### src/rtl/mux2_arb_pkg.sv
// Shared types and constants for the two-requester mux arbiter.
package mux2_arb_pkg;

  typedef enum logic [1:0] {
    StIdle = 2'd0,
    StGntA = 2'd1,
    StGntB = 2'd2
  } arb_state_e;

  localparam logic SelA = 1'b0;
  localparam logic SelB = 1'b1;

endpackage

### src/rtl/mux2t1_w.sv
// WIDTH-bit combinational 2-to-1 multiplexer.
module mux2t1_w #(
  parameter int unsigned WIDTH = 4
) (
  input  logic [WIDTH-1:0] a,
  input  logic [WIDTH-1:0] b,
  input  logic             sel,
  output logic [WIDTH-1:0] y
);

  assign y = sel ? b : a;

endmodule

### src/rtl/mux2_arbiter.sv
// Round-robin owner of a shared 2-to-1 mux, with burst-limited grants and a
// single registered valid/ready output stage.
module mux2_arbiter
  import mux2_arb_pkg::*;
#(
  parameter int unsigned WIDTH = 4,
  parameter int unsigned BURST = 4
) (
  input  logic             clk,
  input  logic             rst,
  input  logic             req_a,
  input  logic [WIDTH-1:0] a,
  output logic             ack_a,
  input  logic             req_b,
  input  logic [WIDTH-1:0] b,
  output logic             ack_b,
  output logic [WIDTH-1:0] o,
  output logic             o_valid,
  input  logic             o_ready,
  output logic             sel
);

  localparam int unsigned CntW = (BURST > 1) ? $clog2(BURST) : 1;
  localparam logic [CntW-1:0] CntMax = CntW'(BURST - 1);

  arb_state_e      state_q, state_d;
  logic            last_q, last_d;
  logic [CntW-1:0] cnt_q, cnt_d;
  logic [WIDTH-1:0] o_q;
  logic            o_valid_q, sel_q;
  logic            space, mux_sel;
  logic [WIDTH-1:0] mux_y;

  assign space   = !o_valid_q || o_ready;
  assign mux_sel = (state_q == StGntB) ? SelB : SelA;
  assign ack_a   = (state_q == StGntA) && req_a && space;
  assign ack_b   = (state_q == StGntB) && req_b && space;

  mux2t1_w #(
    .WIDTH(WIDTH)
  ) u_mux (
    .a  (a),
    .b  (b),
    .sel(mux_sel),
    .y  (mux_y)
  );

  always_comb begin
    state_d = state_q;
    last_d  = last_q;
    cnt_d   = cnt_q;
    unique case (state_q)
      StIdle: begin
        // On a tie, the side not served last wins.
        if (req_a && (!req_b || last_q == SelB)) begin
          state_d = StGntA;
          last_d  = SelA;
          cnt_d   = '0;
        end else if (req_b) begin
          state_d = StGntB;
          last_d  = SelB;
          cnt_d   = '0;
        end
      end
      StGntA: begin
        if (!req_a) begin
          state_d = req_b ? StGntB : StIdle;
          cnt_d   = '0;
          if (req_b) last_d = SelB;
        end else if (ack_a) begin
          if (cnt_q == CntMax) begin
            cnt_d = '0;
            if (req_b) begin
              state_d = StGntB;
              last_d  = SelB;
            end
          end else begin
            cnt_d = cnt_q + 1'b1;
          end
        end
      end
      StGntB: begin
        if (!req_b) begin
          state_d = req_a ? StGntA : StIdle;
          cnt_d   = '0;
          if (req_a) last_d = SelA;
        end else if (ack_b) begin
          if (cnt_q == CntMax) begin
            cnt_d = '0;
            if (req_a) begin
              state_d = StGntA;
              last_d  = SelA;
            end
          end else begin
            cnt_d = cnt_q + 1'b1;
          end
        end
      end
      default: begin
        state_d = StIdle;
        cnt_d   = '0;
      end
    endcase
  end

  always_ff @(posedge clk) begin
    if (rst) begin
      state_q   <= StIdle;
      last_q    <= SelB;
      cnt_q     <= '0;
      o_q       <= '0;
      o_valid_q <= 1'b0;
      sel_q     <= SelA;
    end else begin
      state_q <= state_d;
      last_q  <= last_d;
      cnt_q   <= cnt_d;
      // A fill in the same cycle as a drain keeps o_valid high.
      if (ack_a || ack_b) begin
        o_q       <= mux_y;
        sel_q     <= mux_sel;
        o_valid_q <= 1'b1;
      end else if (o_valid_q && o_ready) begin
        o_valid_q <= 1'b0;
      end
    end
  end

  assign o       = o_q;
  assign o_valid = o_valid_q;
  assign sel     = sel_q;

endmodule

### config.mk
export PLATFORM = sky130hd
export DESIGN_NAME = mux2_arbiter
export DESIGN_NICKNAME = d
export VERILOG_FILES = /design/src/rtl/mux2_arb_pkg.sv /design/src/rtl/mux2t1_w.sv /design/src/rtl/mux2_arbiter.sv
export SDC_FILE = /design/constraint.sdc
export NUM_CORES = 1
export LEC_CHECK = 0
export ABC_CLOCK_PERIOD_IN_PS = 4790
export BUFFER_PORTS_ARGS = -buffer_cell sky130_fd_sc_hd__buf_2
export CORE_MARGIN = 1.5
export CORE_UTILIZATION = 52
export DETAILED_ROUTE_END_ITERATION = 16
export PLACE_DENSITY_LB_ADDON = 0.08
export SLEW_MARGIN = 20
export SYNTH_ARGS = -nofsm -noshare
export SYNTH_HDL_FRONTEND = slang
export SYNTH_SLANG_ARGS = --single-unit
### constraint.sdc
create_clock -name clk -period 4.79 [get_ports clk]
set_input_delay 0.7185 -clock clk [delete_from_list [all_inputs] [get_ports clk]]
set_output_delay 0.7185 -clock clk [all_outputs]
set_load 0.02 [all_outputs]
* Word level (Yosys, flattened, before mapping)
Cells that the tools add are included.
** Word-level totals
- Input port bits :: 13
- Word-level logic and storage cells :: 67
- Flip-flop bits (word level) :: 11
- Output and inout bits :: 8
** Cells by class
- Reduce and logical (&&, ||, !) cells :: 17
- Multiplexer cells :: 34
- $add $sub $neg :: 1
- Equality and inequality tests :: 9
** Operators by type and width (count)
- 2-to-1 mux 2 bit :: 17
- 2-to-1 mux 1 bit :: 13
- != test 3 bit, second input constant :: 4
- one-hot mux 2 bit (3 select lines) :: 2
- AND reduction 5 bit :: 2
- logical AND 1 bit :: 6
- != test 3 x 2 -> 1 bit, second input constant :: 2
- == test 2 bit, second input constant :: 2
- 2-to-1 mux 4 bit :: 1
- logical OR 1 bit :: 3
- one-hot mux 1 bit (3 select lines) :: 1
- AND reduction 3 bit :: 1
- nonzero test 3 bit :: 1
- adder 2 x 1 -> 2 bit, second input constant :: 1
- == test 2 x 1 -> 1 bit, second input constant :: 1
- logical NOT 1 bit :: 2
- logical NOT 2 bit :: 1
- nonzero test 2 bit :: 1

* Depth between registers and ports, before layout
- Depth in word-level cells :: 6
- Depth in mapped cells :: 7
- Depth with buffers taken out :: 6

* Modules after synthesis
Synthesis repeated with hierarchy kept, for this count alone.
** Unflattened totals
- Cell total of the unflattened synthesis :: 77
- Area, all modules :: 679.4 µm²
** By module, submodules not included
- mux2_arbiter :: area each 634.4 µm², sequential area each 220.2 µm², times used 1, cells an instance 73
- mux2t1_w :: area each 45.0 µm², sequential area each 0.0 µm², times used 1, cells an instance 4

* Least setup slack after synthesis
No wires, ideal clock.
- Path kind :: input port to output port
- From :: input req_a
- To :: output ack_a
- Data required time :: 4.072 ns
- Path slack :: 2.810 ns
- Arrival :: 1.261 ns
- Path buffers :: 1
- Stages on the path :: 3
- Cell sequence :: buf_2 > nand2_1 > nor2_1
** Between the ends
- Cells in the longest elaborated chain, start to end :: 2
** RTL lines
- from (decl) :: RTL line mux2_arbiter.sv:11 : input logic req_a,
- logical AND 1 bit (2 in a row) :: RTL line mux2_arbiter.sv:36 : assign ack_a = (state_q == StGntA) && req_a && space;
- to (decl) :: RTL line mux2_arbiter.sv:13 : output logic ack_a,
Every way passes these cells.

* Worst setup path in the final report
- From :: register state_q[0]
- To :: output ack_b
** Between the ends
- Cells in the longest elaborated chain, start to end :: 3
** RTL lines
- from (decl) :: RTL line mux2_arbiter.sv:26 : arb_state_e state_q, state_d;
- from (signal assigned) :: RTL line mux2_arbiter.sv:108 : state_q <= StIdle;
- from (signal assigned) :: RTL line mux2_arbiter.sv:115 : state_q <= state_d;
- == test 2 bit :: RTL line mux2_arbiter.sv:37 : assign ack_b = (state_q == StGntB) && req_b && space;
- logical AND 1 bit (2 in a row) :: RTL line mux2_arbiter.sv:37
- to (decl) :: RTL line mux2_arbiter.sv:16 : output logic ack_b,
Every way passes these cells.

==> flow_summary_export.csv <==
group,metric,value,unit
final_layout,final_cells,113,
power,combPwrFrac,49.7,%
power,p_leak,0.000357,uW
critical_path,worstPathRequired,4.07,ns
min_path,hp-start,"cnt_q[1]",
critical_path,r2r_slack,2.78,ns
clock_tree,htree_levels,1,
min_path,hold_path_end,"cnt_q[1]",
timing,tns,0,ns
final_layout,n_fill_cell,92,
synth,ys_top_cells_by_area,"dfxtp_1 32%, ha_1 9.2%, a21oi_1 7.4%",
critical_path,r2r-end,"o[1]",
timing,min_period,2.31,ns
final_layout,nets,118,
floorplanning,rows,12,
power,power.density,478,nW/um2
route,wl,1.40,mm
critical_path,arrival,1.60,ns
place,gp_congestion,0.807,
critical_path,r2r-start,"state_q[0]",
route,drc_errors,0,
power,p_int,226,uW
timing,finClkSkew,0.00779,ns
global_route,grt_antenna_before_repair,0,
floorplanning,chipHeight,39.2,um
timing,slew_headroom,61.9,%
clock_tree,cts_repair_resize_count,0,
critical_path,path_max_fanout,10,
synth,ys_seq_area_share,32.4,%
final_layout,drive_above_1_share,27.3,%
place,io_buffers,20,
floorplanning,ios,21,
synth,postSynthNetCount,97,
synth,synth_cell_type_count,26,
place,placed_area,767,um2
route,dr.pass1.iters,4,
run_status,status,"complete, no violations",
power,fin_total_pwr,379,uW
final_layout,register_area,220,um2
power,ir_drop,0.000231,V
synth,yosysWarnings,0,
final_layout,fin_area,793,um2
synth,synth_edf_count,0,
final_layout,area_delta_synth_final,16.5,%
min_path,hp-class,"flop to flop",
timing,drv_slew,0,
synth,synth_ff_type,"dfxtp_1",
place,dp.cells,109,
route,vias,611,
final_layout,multi_input_area,410,um2
power,p_switching,152,uW
timing,timing.fmax,432,MHz
clock_tree,root_buffer,"clkbuf_4",
clock_tree,ctsLongestPathBuffers,2,
route,via_per_inst,5.41,
synth,syn-cell-area,681,um2
clock_tree,post_cts_buffers,0,
floorplanning,initial_core_util,58.9,%
timing,worst_pin_slew,0.569,ns
min_path,whs_path_depth,2,
synth,synthArstFlopShare,0,%
critical_path,crit_type,"flop to output port",
timing,finalHoldViolCount,0,
power,p_sw_share,40.2,%
global_route,grt_pass1_vias,506,
final_layout,post-route-util,68.6,%
global_route,overflow,0,
clock_tree,clk_pin_slew,0.07,ns
global_route,grt_max_degree,14,
place,hpwl,1.08,mm
timing,period_share,48.3,%
critical_path,crit_path_start_kind,"flop",
power,pwr-share-seq,34.3,%
floorplanning,die_w,39.2,um
clock_tree,cts_tree,"built",
clock_tree,ctsHoldBuffers,0,
global_route,grt_use_total,19.8,%
synth,syn_area_per_cell,8.62,um2
flow_run,drv_cap,0,
synth,synthTopCellsByCount,"11 x dfxtp_1, 10 x a21oi_1, 9 x nor2_1",
route,drt_iter0_markers,14,
clock_tree,clk-insertion-delay-late,0.26,ns
power,p_clk_share,16.0,%
clock_tree,clock-sinks,11,
route,wl_per_cell,12.4,um
timing,setup_viol,0,
synth,synthCells,79,
timing,rsz0062_at_grt,"false",
synth,yosysTopAreaCell,"dfxtp_1",
final_layout,antenna_cells,0,
clock_tree,cts_made_buffers,3,
floorplanning,die_area,1540,um2
floorplanning,coreArea,1160,um2
route,ant_nets,0,
critical_path,crit_path_end_kind,"output port",
synth,synth_most_common_cell,"dfxtp_1",
global_route,grt_pass1_wl,2.01,mm
synth,yosys.area.top_type_share,32.4,%
synth,ys_ff_latch,11,
critical_path,rr_worst_depth,6,
## how the worst max path moves through the flow
| stage | depth (start not counted) | slack, ns | from | endpoint |
|---|---|---|---|---|
| 6_report | 4 | 2.48 | state_q[0] | ack_b |
| 5_1_grt | 4 | 2.40 | state_q[0] | ack_b |
| 4_1_cts | 4 | 2.47 | state_q[0] | ack_b |
| 3_5_place_dp | 4 | 2.68 | o_ready | ack_b |
| 3_3_place_gp | 4 | 2.69 | o_ready | ack_b |
| 2_1_floorplan | 3 | 2.81 | req_a | ack_a |
## placed cells by master (no fill, tap or decap), types with 3 or more instances in the layout
cell      synthesis  layout
dfxtp_1          11      11
inv_1             5       5
mux2i_1           4       4
nand2_1           4       4
ha_1              5       5
a211oi_1          6       6
clkbuf_4          0       3
buf_2             1      20
nor2_1            9       9
nand2b_1          4       4
a21oi_1          10      10
## per-stage QoR
| step | setup slack, ns | hold slack (ns) |
|---|---|---|
| 2_1_floorplan | 2.81 | 0.436 |
| 3_3_place_gp | 2.69 | 0.447 |
| 3_5_place_dp | 2.68 | 0.451 |
| 4_1_cts | 2.47 | 0.461 |
| 5_1_grt | 2.40 | 0.473 |
| 6_report | 2.48 | 0.455 |
## critical path, stage by stage, from the launching register on
cell and delay [ns]:
dfxtp_1 0.33, inv_1 0.11, ha_1 0.49, and3_1 0.24
buf_2 0.16
## area by class of cell
| cell class | count | share of cell area, % |
|---|---|---|
| well taps | 14 | 2.21 |
| clock buffers | 4 | 3.31 |
| inverters | 5 | 2.37 |
| repair buffers | 20 | 12.6 |
| flip-flops and latches | 11 | 27.8 |
| multi-input cells | 59 | 51.7 |
## power groups by stage
stage,Combinational (uW),Clock (uW),Sequential (uW)
after global placement,181,0,131
after CTS,188,62.9,130
after global routing,206,66.4,133
after detailed placement,187,0,132
after floorplan,133,0,146
final,188,60.6,130
## cells by family after synthesis
logic type / share of synthesized area, %
AOI/OAI and AO/OA: 27.0
adders and majority gates: 9.19
buffers and inverters: 7.35
DFF: 32.4
muxes: 5.88
and+or+nand+nor: 18.2
## metal layers
metal | track usage, % | part of all wire [%] | up-vias
li1 | - | - | 326
met2 | 35.0 | 50 | 18
met1 | 21.1 | 45 | 267
met3 | 10.4 | 4.8 | 0
met5 | 0 | 0 | -
met4 | 2.59 | 0 | 0
## sequential cells by signal, summed over array words and instances (netlist names)
register  count
cnt_q         2
last_q        1
o             4
o_valid       1
sel           1
state_q       2
Power figures use the tool's default switching activity.
